$ cat src/rtl/adc_capture_pkg.sv
// Shared types and sizing helpers for the triggered burst-capture controller.
package adc_capture_pkg;

  localparam int DATA_W_DEF = 16;

  typedef enum logic [1:0] {
    IDLE      = 2'd0,
    WAIT_TRIG = 2'd1,
    CAPTURE   = 2'd2,
    DRAIN     = 2'd3
  } state_t;

  function automatic int ptr_w(input int depth);
    return $clog2(depth);
  endfunction

endpackage

$ cat src/rtl/adc_capture_buf.sv
// Sample buffer: DEPTH x DATA_W simple dual-port RAM, synchronous write,
// registered read with one cycle of latency.
module adc_capture_buf #(
  parameter int DATA_W = 16,
  parameter int DEPTH  = 64,
  parameter int PW     = $clog2(DEPTH)
) (
  input  logic              clk,
  input  logic              we,
  input  logic [PW-1:0]     waddr,
  input  logic [DATA_W-1:0] wdata,
  input  logic [PW-1:0]     raddr,
  output logic [DATA_W-1:0] rdata
);

  logic [DATA_W-1:0] mem_q [DEPTH];
  logic [DATA_W-1:0] rdata_q;

  // Same-address collision returns the new word; a 1-sample burst enters
  // DRAIN on the very edge that writes address 0.
  always_ff @(posedge clk) begin
    if (we) mem_q[waddr] <= wdata;
    rdata_q <= (we && (waddr == raddr)) ? wdata : mem_q[raddr];
  end

  assign rdata = rdata_q;

endmodule

$ cat src/rtl/adc_capture_ctrl.sv
// Triggered burst-capture sequencer: decimate, wait for a rising level
// crossing, capture a burst, drain it over valid/ready.
// Optional: ADC_CAPTURE_AUTO_REARM_EN re-enters WAIT_TRIG after each burst.
module adc_capture_ctrl
  import adc_capture_pkg::*;
#(
  parameter int DATA_W  = DATA_W_DEF,
  parameter int DEPTH   = 64,
  parameter int DECIM_W = 8
) (
  input  logic                 clk,
  input  logic                 reset,
  input  logic [DATA_W-1:0]    adc_in,
  input  logic                 arm,
  input  logic                 abort,
  input  logic [DECIM_W-1:0]   decim,
  input  logic [DATA_W-1:0]    trig_level,
  input  logic [$clog2(DEPTH):0] burst_len,
  output logic [DATA_W-1:0]    out_data,
  output logic                 out_valid,
  input  logic                 out_ready,
  output logic                 busy,
  output logic                 done
);

  localparam int PW = ptr_w(DEPTH);
  localparam int LW = PW + 1;
  localparam logic [LW-1:0] DEPTH_L = LW'(DEPTH);

  state_t              state_q, state_d;
  logic [DECIM_W-1:0]  dcnt_q, dcnt_d, decim_q, decim_d;
  logic [DATA_W-1:0]   trig_q, trig_d, prev_q, prev_d;
  logic                prev_valid_q, prev_valid_d;
  logic [LW-1:0]       len_q, len_d, wr_ptr_q, wr_ptr_d, rd_ptr_q, rd_ptr_d;
  logic [DATA_W-1:0]   out_data_q, out_data_d;
  logic                out_valid_q, out_valid_d, busy_q, busy_d, done_q, done_d;

  logic                strobe, trig_hit, we;
  logic [PW-1:0]       waddr, raddr;
  logic [DATA_W-1:0]   rdata;

  adc_capture_buf #(.DATA_W(DATA_W), .DEPTH(DEPTH), .PW(PW)) u_buf (
    .clk   (clk),
    .we    (we),
    .waddr (waddr),
    .wdata (adc_in),
    .raddr (raddr),
    .rdata (rdata)
  );

  always_comb begin
    state_d      = state_q;
    dcnt_d       = dcnt_q;
    decim_d      = decim_q;
    trig_d       = trig_q;
    len_d        = len_q;
    prev_d       = prev_q;
    prev_valid_d = prev_valid_q;
    wr_ptr_d     = wr_ptr_q;
    rd_ptr_d     = rd_ptr_q;
    out_data_d   = out_data_q;
    out_valid_d  = out_valid_q;
    done_d       = 1'b0;
    we           = 1'b0;
    waddr        = '0;

    strobe   = (dcnt_q == '0);
    trig_hit = strobe && prev_valid_q &&
               ($signed(prev_q) < $signed(trig_q)) &&
               ($signed(adc_in) >= $signed(trig_q));

    if (state_q == WAIT_TRIG || state_q == CAPTURE)
      dcnt_d = (dcnt_q == decim_q) ? '0 : dcnt_q + 1'b1;

    case (state_q)
      IDLE: begin
        if (arm) begin
          decim_d      = decim;
          trig_d       = trig_level;
          len_d        = (burst_len == '0 || burst_len > DEPTH_L) ? DEPTH_L : burst_len;
          dcnt_d       = '0;
          prev_valid_d = 1'b0;
          state_d      = WAIT_TRIG;
        end
      end
      WAIT_TRIG: begin
        if (strobe) begin
          prev_d       = adc_in;
          prev_valid_d = 1'b1;
        end
        if (trig_hit) begin
          we       = 1'b1;
          wr_ptr_d = LW'(1);
          if (len_q == LW'(1)) begin
            rd_ptr_d = '0;
            state_d  = DRAIN;
          end else begin
            state_d  = CAPTURE;
          end
        end
      end
      CAPTURE: begin
        if (strobe) begin
          we       = 1'b1;
          waddr    = wr_ptr_q[PW-1:0];
          wr_ptr_d = wr_ptr_q + 1'b1;
          if (wr_ptr_d == len_q) begin
            rd_ptr_d = '0;
            state_d  = DRAIN;
          end
        end
      end
      DRAIN: begin
        // rdata always holds the word at rd_ptr_q, ready to load on a free slot.
        if (rd_ptr_q != len_q && (!out_valid_q || out_ready)) begin
          out_data_d  = rdata;
          out_valid_d = 1'b1;
          rd_ptr_d    = rd_ptr_q + 1'b1;
        end else if (out_valid_q && out_ready) begin
          out_valid_d = 1'b0;
          done_d      = 1'b1;
`ifdef ADC_CAPTURE_AUTO_REARM_EN
          state_d      = WAIT_TRIG;
          dcnt_d       = '0;
          prev_valid_d = 1'b0;
`else
          state_d      = IDLE;
`endif
        end
      end
      default: state_d = IDLE;
    endcase

    if (abort) begin
      state_d     = IDLE;
      out_valid_d = 1'b0;
      done_d      = 1'b0;
      we          = 1'b0;
    end

    busy_d = (state_d != IDLE);
    raddr  = rd_ptr_d[PW-1:0];
  end

  always_ff @(posedge clk) begin
    if (reset) begin
      state_q      <= IDLE;
      dcnt_q       <= '0;
      decim_q      <= '0;
      trig_q       <= '0;
      len_q        <= '0;
      prev_q       <= '0;
      prev_valid_q <= 1'b0;
      wr_ptr_q     <= '0;
      rd_ptr_q     <= '0;
      out_data_q   <= '0;
      out_valid_q  <= 1'b0;
      busy_q       <= 1'b0;
      done_q       <= 1'b0;
    end else begin
      state_q      <= state_d;
      dcnt_q       <= dcnt_d;
      decim_q      <= decim_d;
      trig_q       <= trig_d;
      len_q        <= len_d;
      prev_q       <= prev_d;
      prev_valid_q <= prev_valid_d;
      wr_ptr_q     <= wr_ptr_d;
      rd_ptr_q     <= rd_ptr_d;
      out_data_q   <= out_data_d;
      out_valid_q  <= out_valid_d;
      busy_q       <= busy_d;
      done_q       <= done_d;
    end
  end

  assign out_data  = out_data_q;
  assign out_valid = out_valid_q;
  assign busy      = busy_q;
  assign done      = done_q;

endmodule
$ cat config.mk
export PLATFORM = sky130hd
export DESIGN_NAME = adc_capture_ctrl
export DESIGN_NICKNAME = d
export VERILOG_FILES = /design/src/rtl/adc_capture_pkg.sv /design/src/rtl/adc_capture_buf.sv /design/src/rtl/adc_capture_ctrl.sv
export SDC_FILE = /design/constraint.sdc
export NUM_CORES = 1
export LEC_CHECK = 0
export CAP_MARGIN = 20
export CORE_MARGIN = 2
export CORE_UTILIZATION = 40
export DETAILED_ROUTE_END_ITERATION = 10
export HOLD_SLACK_MARGIN = 0.1
export PLACE_DENSITY_LB_ADDON = 0.08
export SLEW_MARGIN = 20
export SYNTH_ARGS = -nofsm -noshare
export SYNTH_HDL_FRONTEND = slang
export SYNTH_SLANG_ARGS = --single-unit
$ cat constraint.sdc
create_clock -name clk -period 3.8 [get_ports clk]
set_clock_uncertainty 0.1 [all_clocks]
set_input_delay 0.38 -clock clk [delete_from_list [all_inputs] [get_ports clk]]
set_output_delay 0.38 -clock clk [all_outputs]
set_load 0.02 [all_outputs]
==> results of run 1 <==
[synth_stat cells (21+ instances only)]
master    number
nand2_1       63
nand3_1       21
o21ai_0       31
mux4_2       320
a22o_1        30
xor2_1        23
dfxtp_1       97
inv_1         28
a21oi_1       56
clkbuf_1      62
mux2i_1       33
edfxtp_1    1024
buf_2         28
ha_1          39
nor2_1       107
[metal layers]
layer	wire, µm	part of all wire	vias up	track usage
li1	-	-	9321	-
met1	49800	0.43	11500	0.284
met2	56400	0.49	524	0.343
met3	5990	0.052	156	0.0343
met4	3590	0.031	2	0.0713
met5	10	0.000086	-	0
[critical path, stage by stage]
cell	delay [ns]
dlygate4sd3_1	0.53
buf_2	0.21
ha_1	0.40
nand4_1	0.20
a2111oi_1	0.70
nor4b_1	0.21
a2111oi_4	0.53
a31oi_1	0.24
nor3_4	0.20
buf_12	0.20
[repair_timing]
item,in CTS,in global routing
setup buffers,0,0
hold endpoints to repair,24,0
hold buffers,2,0
[flip-flops by register name, indices dropped and copies added (netlist names), named ones only]
name          flops
out_valid         1
wr_ptr_q          7
state_q           2
dcnt_q            8
prev_q           16
u_buf.mem_q    1024
done              1
rd_ptr_q          7
out_data         16
prev_valid_q      1
len_q             7
decim_q           8
busy              1
trig_q           16
[layout make-up]
| cell class | count | area share |
|---|---|---|
| antenna | 1 | 0.0000488 |
| clock buffer | 144 | 0.0597 |
| clock inverter | 73 | 0.0151 |
| inverter | 28 | 0.00205 |
| multi-input combinational | 874 | 0.214 |
| sequential | 1121 | 0.638 |
| tap | 1414 | 0.0345 |
| timing repair buffer | 215 | 0.0369 |
[report_power, final]
| part | total, mW | switching, mW | internal [mW] | leakage [nW] |
|---|---|---|---|---|
| sequential | 13.5 | 0.0264 | 13.5 | 9.99 |
| combinational | 0.545 | 0.393 | 0.152 | 3.98 |
| clock | 11.5 | 4.68 | 6.77 | 1.87 |
| total | 25.5 | 5.10 | 20.4 | 15.8 |
[kinds of logic (layout without fill, tap and decap cells)]
family,count (synthesis),in the layout,share of synthesized area
adders and majority gates,39,39,0.0111
buffers and inverters,128,460,0.0117
AOI/OAI and AO/OA,163,163,0.0249
xor gates and xnor gates,34,34,0.00677
DFF,1121,1121,0.743
other,0,1,0
and+or+nand+nor,283,283,0.0310
muxes,355,355,0.172
[stage by stage]
stage | setup slack [ns] | instances | utilization | area (µm²) | total power [mW]
final | 0.238 | 3870 | 0.470 | 51300 | 25.5
after global routing | 0.0480 | 3870 | 0.470 | 51300 | 26.3
after CTS | 0.295 | 3869 | 0.470 | 51300 | 25.7
after detailed placement | 0.126 | 3650 | 0.435 | 47400 | 14.3
after global placement | 0.148 | 3650 | 0.435 | 47400 | 14.3
after floorplan | 0.435 | 2123 | - | 44000 | 13.9
[worst min path at each step]
stage	startpoint	to	depth (start not counted)
floorplan	prev_q[0]$_SDFFE_PP0P_	prev_q[0]$_SDFFE_PP0P_	2
global placement	prev_q[11]$_SDFFE_PP0P_	prev_q[11]$_SDFFE_PP0P_	2
detailed placement	prev_q[0]$_SDFFE_PP0P_	prev_q[0]$_SDFFE_PP0P_	2
CTS	trig_level[2]	trig_q[2]$_SDFFE_PP0P_	2
global route	trig_level[0]	trig_q[0]$_SDFFE_PP0P_	2
finish	trig_level[2]	trig_q[2]$_SDFFE_PP0P_	2
==> impl_metrics.json, run 1 <==
{
  "multi_input_area_um2": 10900,
  "wl_mm": 116,
  "netlist.area_leader.share": 0.699,
  "crit_path_max_fanout": 16,
  "path_clk_slew_ns": 0.06,
  "dp_hpwl_mm": 70.2,
  "core-area_um2": 109000,
  "cts-root-buf": "clkbuf_16",
  "nFillCells": 9014,
  "cp-end-kind": "flip-flop",
  "drv_slew": 0,
  "max_freq_mhz": 281,
  "rows": 121,
  "final_common_cell": "edfxtp_1",
  "arrival_ns": 3.85,
  "cts.sinks": 1121,
  "layout.area.seq_um2": 32700,
  "final_cell_mix": "edfxtp_1, mux4_2, buf_4",
  "run_status": "complete, no violations",
  "worstReg2RegStart": "trig_q[14]$_SDFFE_PP0P_",
  "io_buffer_count": 70,
  "drc_errors": 0,
  "drt_iter0_markers": 1820,
  "cts_tree": "built",
  "vias": 21500,
  "syn_inst": 2123,
  "grt_usage": 0.209,
  "cap_viol_max_count": 0,
  "power.leakage_nw": 15.8,
  "peakVddDrop_uv": 373,
  "synth_nets": 2214,
  "syn_avg_cell_area_um2": 20.7,
  "async_flop_share": 0,
  "grt_pass1_vias": 22600,
  "firstDrtPassIters": 5,
  "area_delta_synth_final_pct": 16.5,
  "post-route-period-util": 0.937,
  "yosysSeqAreaShare": 0.743,
  "grt_pass1_wl_mm": 165,
  "via_per_inst": 5.57,
  "worst_slew_pin_slew_ns": 1.16,
  "drive_gt1_frac": 0.292,
  "critical_path.startpoint": "adc_in[15]",
  "worstSetupPathType": "in2reg",
  "rsz0062_at_grt": "no",
  "die_h_um": 336,
  "fin_crit_ns": 3.56,
  "hold_viol": 0,
  "synth_edf_count": 1024,
  "die_w_um": 336,
  "htreeDepth": 3,
  "grt_max_degree": 66,
  "hold_path.class": "in2reg",
  "cts_buffer_depth": 3,
  "fin_tns_setup_ns": 0,
  "worstSkewPairLatency_ns": 0.70,
  "ios": 71,
  "nets": 2447,
  "r2r_cells": 10,
  "numCtsBuffers": 116,
  "antenna_found_initial": 7,
  "synth_flop_cell": "edfxtp_1",
  "synth_area_leaders": "edfxtp_1, mux4_2, dfxtp_1",
  "ys_ff_latch": 1121,
  "reg2reg_slack_ns": 0.26,
  "die-area_um2": 113000,
  "yosysTopAreaCell": "edfxtp_1",
  "routedWlPerCell_um": 29.9,
  "crit_end": "u_buf.mem_q[0][0]$_DFFE_PP_",
  "setup_viol": 0,
  "grt_overflow": 0,
  "ctsResizeCount": 0,
  "hold_ws_ns": 0.175,
  "netlist_area_um2": 44000,
  "start_util": 0.404,
  "antenna_left": 0,
  "powerDensity_nw_per_um2": 497,
  "timing.slew.headroom": 0.226,
  "critPathLaunchType": "primary input",
  "synth_warnings": 0,
  "synth_cell_types": 66,
  "cp.required_ns": 4.08,
  "r2r-end": "u_buf.mem_q[0][0]$_DFFE_PP_",
  "routabilityCongestion": 0.805
}
Power figures use the tool's default switching activity.
==> run 2, diff against run 1 <==
--- a/config.mk
+++ b/config.mk
@@ -11,6 +11,7 @@
 export DETAILED_ROUTE_END_ITERATION = 10
 export HOLD_SLACK_MARGIN = 0.1
 export PLACE_DENSITY_LB_ADDON = 0.08
+export REMOVE_ABC_BUFFERS = 1
 export SLEW_MARGIN = 20
 export SYNTH_ARGS = -nofsm -noshare
 export SYNTH_HDL_FRONTEND = slang
==> run 2 against run 1 <==
First-iteration DRC count is 11% higher. Non-clock buffer count is 3 lower. Via count is 0.99% higher. Highest routed layer unchanged.
==> impl_metrics.json, run 2 (same netlist as run 1, synthesis figures left out) <==
{
  "hold_viol": 0,
  "largest_reg_flops": 1024,
  "regMostFlops": "u_buf.mem_q",
  "power.leakage_nw": 15.8,
  "timing.slew.headroom": 0.345,
  "antenna_found_initial": 5,
  "fin_crit_ns": 3.48,
  "critPathLaunchType": "flip-flop",
  "start_util": 0.404,
  "setup_viol": 0,
  "dp_hpwl_mm": 67.1,
  "wl_mm": 113,
  "vias": 21800,
  "final_area_um2": 51200,
  "ios": 71,
  "final_cell_mix": "edfxtp_1, mux4_2, buf_4",
  "drc_errors": 0,
  "total_power_mw": 25.3,
  "numCtsBuffers": 115,
  "cap_viol_max_count": 0,
  "hold_path.class": "in2reg",
  "max_freq_mhz": 287,
  "cp-end-kind": "flip-flop",
  "rsz0062_at_grt": "no",
  "powerDensity_nw_per_um2": 494,
  "worstSetupPathType": "reg2reg",
  "worst_slew_pin_slew_ns": 0.979,
  "post-route-util": 0.470,
  "io_buffer_count": 70,
  "die-area_um2": 113000,
  "cts.sinks": 1121,
  "post_cts_buffers": 0,
  "htreeDepth": 3,
  "run_status": "complete, no violations",
  "drt_iter0_markers": 2013,
  "grt_overflow": 0,
  "placed_cell_area_um2": 47400,
  "drv_slew": 0,
  "nets": 2443,
  "dp_cells": 3644,
  "area_delta_synth_final_pct": 16.3,
  "grt_max_degree": 70,
  "cts_buffer_depth": 3,
  "firstDrtPassIters": 7,
  "grt_usage": 0.203,
  "final_common_cell": "edfxtp_1",
  "path_clk_slew_ns": 0.06,
  "ctsResizeCount": 0,
  "post-route-period-util": 0.916,
  "core-area_um2": 109000,
  "arrival_ns": 3.76,
  "final_cell_count_no_fill": 3861,
  "peakVddDrop_uv": 393,
  "grt_pass1_vias": 22700,
  "rows": 121,
  "via_per_inst": 5.64,
  "routedWlPerCell_um": 29.1,
  "cts_tree": "built",
  "routabilityCongestion": 0.820,
  "grt_pass1_wl_mm": 162,
  "fin_tns_setup_ns": 0,
  "cts-root-buf": "clkbuf_16",
  "nFillCells": 9086,
  "crit_path_max_fanout": 16,
  "worstSkewPairLatency_ns": 0.69,
  "die_h_um": 336,
  "die_w_um": 336,
  "cp.required_ns": 4.08,
  "drive_gt1_frac": 0.298,
  "antenna_left": 0
}
-- run 2: changes by cell type in the layout (fill, tap and decap cells not counted), sizes merged --
cell         change
bufinv           -4
dlygate4sd3      +3
inv              -4
buf              -6
clkinvlp         +2
-- run 2: worst paths after layout --
path	cells after the start	from	slack [ns]	to
worst max-delay path	10	trig_q[14]$_SDFFE_PP0P_	0.32	u_buf.mem_q[0][5]$_DFFE_PP_
worst min-delay path	2	trig_level[4]	0.19	trig_q[4]$_SDFFE_PP0P_
worst max register to register	10	trig_q[14]$_SDFFE_PP0P_	0.32	u_buf.mem_q[0][5]$_DFFE_PP_
worst min register to register	2	prev_q[0]$_SDFFE_PP0P_	0.35	prev_q[0]$_SDFFE_PP0P_
-- run 2: layer usage --
layer,share of wire,up-vias,track usage
li1,-,9298,-
met1,0.45,11800,0.290
met2,0.48,595,0.328
met3,0.053,110,0.0348
met4,0.016,2,0.0433
met5,0.00012,-,0
-- run 2: final cells by class --
type                            instances  area [µm²]  area share
Sequential cell                      1121       32700       0.639
Multi-Input combinational cell        874       11000       0.215
Clock buffer                          144        3130      0.0611
Timing Repair Buffer                  212        1860      0.0364
Tap cell                             1414        1770      0.0346
Clock inverter                         67         632      0.0123
Inverter                               28         105     0.00205
Antenna cell                            1        2.50   0.0000489
-- run 2: timing repair --
| action | 4_1_cts | 5_1_grt |
|---|---|---|
| hold endpoints to repair | 31 | 0 |
| endpoints found under the setup margin | 0 | 0 |
| hold buffers | 5 | 0 |
-- run 2: critical path: stages (launching register included) --
cell and delay (ns):
dfxtp_1 0.34, inv_1 0.06, ha_1 0.28, and3_1 0.20, and4_1 0.24, nor4bb_1 0.58
o21bai_1 0.22, a2111oi_4 0.54, a31oi_1 0.19, nor3_2 0.22, buf_12 0.20
-- run 2: report_power, final --
| group | internal, mW | switching (mW) | leakage [nW] | total [mW] |
|---|---|---|---|---|
| registers | 13.5 | 0.0264 | 9.99 | 13.5 |
| logic | 0.154 | 0.375 | 3.96 | 0.530 |
| clock network | 6.60 | 4.65 | 1.84 | 11.2 |
| total | 20.2 | 5.05 | 15.8 | 25.3 |
-- run 2: per-stage QoR --
step	hold slack, ns	worst slack, ns
4_1_cts	0.134	0.293
6_report	0.186	0.320
3_5_place_dp	0.343	0.327
3_3_place_gp	0.337	0.401
5_1_grt	0.147	0.151
2_1_floorplan	0.325	-8.37
==> variant: new RTL, flow settings as in run 2 <==
Reset style: asynchronous (`reset`), changed in one clocked block.
--- a/src/rtl/adc_capture_ctrl.sv
+++ b/src/rtl/adc_capture_ctrl.sv
@@ -143,5 +143,5 @@
   end
 
-  always_ff @(posedge clk) begin
+  always_ff @(posedge clk or posedge reset) begin
     if (reset) begin
       state_q      <= IDLE;
Function: differs if reset is asserted again (counterexample within 4 cycles, from zero or initial values and one cycle with reset high); with reset held inactive, the same outputs for 4 cycles.
==> variant against run 2 <==
- final cell count is 0.73% lower
- non-clock buffer count down 8
- sequential share of layout area fell by 0.19 points
- setup slack lost 82 ps
- design area is 1.7% higher
- area after synthesis rose by 0.43%
- sequential cell count stayed put
- synthesized cell count down 4.8%
- wire length rose by 3.2%
Power is not compared: it rests on default switching activity, and its combinational part moved more than twofold at a synthesized area within 25%.
==> variant: results <==
export IMPL_placed_area_sq_mm=0.0481
export IMPL_dp_hpwl_microns=71800
export IMPL_grt_pass1_wl_microns=165000
export IMPL_clkbuf_count=141
export IMPL_synth_seq_area_share_pct=75.0
export IMPL_synthMuxAreaShare_pct=18.3
export IMPL_place_congestion=0.856
export IMPL_place_inst=3604
export IMPL_sh_seq_area_pct=63.7
export IMPL_multi_input_gates=778
export IMPL_slowest_stage="or4_1"
export IMPL_viasPerCell=5.52
export IMPL_multi_input_area_share_pct=20.5
export IMPL_async_flop_share_pct=8.12
export IMPL_routed_wl_microns=116000
export IMPL_grt_use_total_pct=20.9
export IMPL_drt_iter0_markers=2048
export IMPL_fin_area_sq_mm=0.0521
export IMPL_worst_slew_pin_slew_ps=1090
export IMPL_drive_gt1_share_pct=32.7
export IMPL_wl_per_cell_microns=30.3
export IMPL_path_clk_slew_ps=60
export IMPL_largest_reg_flops=1024
export IMPL_p_seq_mw=13.7
export IMPL_critPathMaxStageDelay_ps=620
export IMPL_cts_buffers=118
export IMPL_worstPathArrival_ps=3820
export IMPL_inverters=29
export IMPL_antenna_found_initial=9
export IMPL_yosys_warnings=0
export IMPL_dr_max_layer_used="met4"
export IMPL_num_fill_cells=9062
export IMPL_ys_types=62
export IMPL_synth_area_per_cell_sq_um=21.9
export IMPL_synth_xor_area_share_pct=0.694
export IMPL_clock_area_share_pct=7.53
export IMPL_ys_top_cells_by_count="edfxtp_1, mux4_2, nor2_1"
export IMPL_nets=2343
export IMPL_wirelength_met1_microns=51000
export IMPL_met2_usage_pct=34.4
export IMPL_cts_hold_buf=4
export IMPL_use_met1_pct=29.6
export IMPL_grt_pass1_vias=22000
export IMPL_antenna_cells=0
export IMPL_grt_start_max_net_pins=74
export IMPL_preCtsSetupSlack_ps=202
export IMPL_synth_compound_area_share_pct=1.33
export IMPL_synthAdderAreaFrac_pct=1.10
export IMPL_post_synth_main_area_contributors="edfxtp_1, mux4_2, dfrtp_1, ha_1, nor2_1"
export IMPL_met3_usage_pct=2.66
export IMPL_clock_net_power_mw=11.5
export IMPL_wl_met3_microns=5490
export IMPL_buffers=204
export IMPL_status="finished, final reports clean"
## variant: cell count changes in the layout (fill, tap and decap cells not counted), moves of 7 or more
cell      delta
dfrtp_1     +91
dfxtp_1     -90
buf_4       -49
buf_12      +42
a21oi_1     -37
a22o_1      -28
mux2i_1     -28
mux2_2      +25
mux4_2      +16
mux2_1      +15
nor2_1      -14
clkinv_2    +13
nand3_1      -9
o21ai_1      +7
## variant: final timing paths
| kind | start | end | slack (ps) | cells after the start |
|---|---|---|---|---|
| worst max-delay path | dcnt_q[4] | u_buf.mem_q[62][1] | 240 | 7 |
| worst min-delay path | trig_level[3] | trig_q[3] | 170 | 3 |
| worst max register to register | dcnt_q[4] | u_buf.mem_q[62][1] | 240 | 7 |
| worst min register to register | prev_q[9] | prev_q[9] | 400 | 1 |
| max in group asynchronous | reset | out_data[6] | 2230 | 4 |
| min in group asynchronous | reset | decim_q[6] | 590 | 3 |
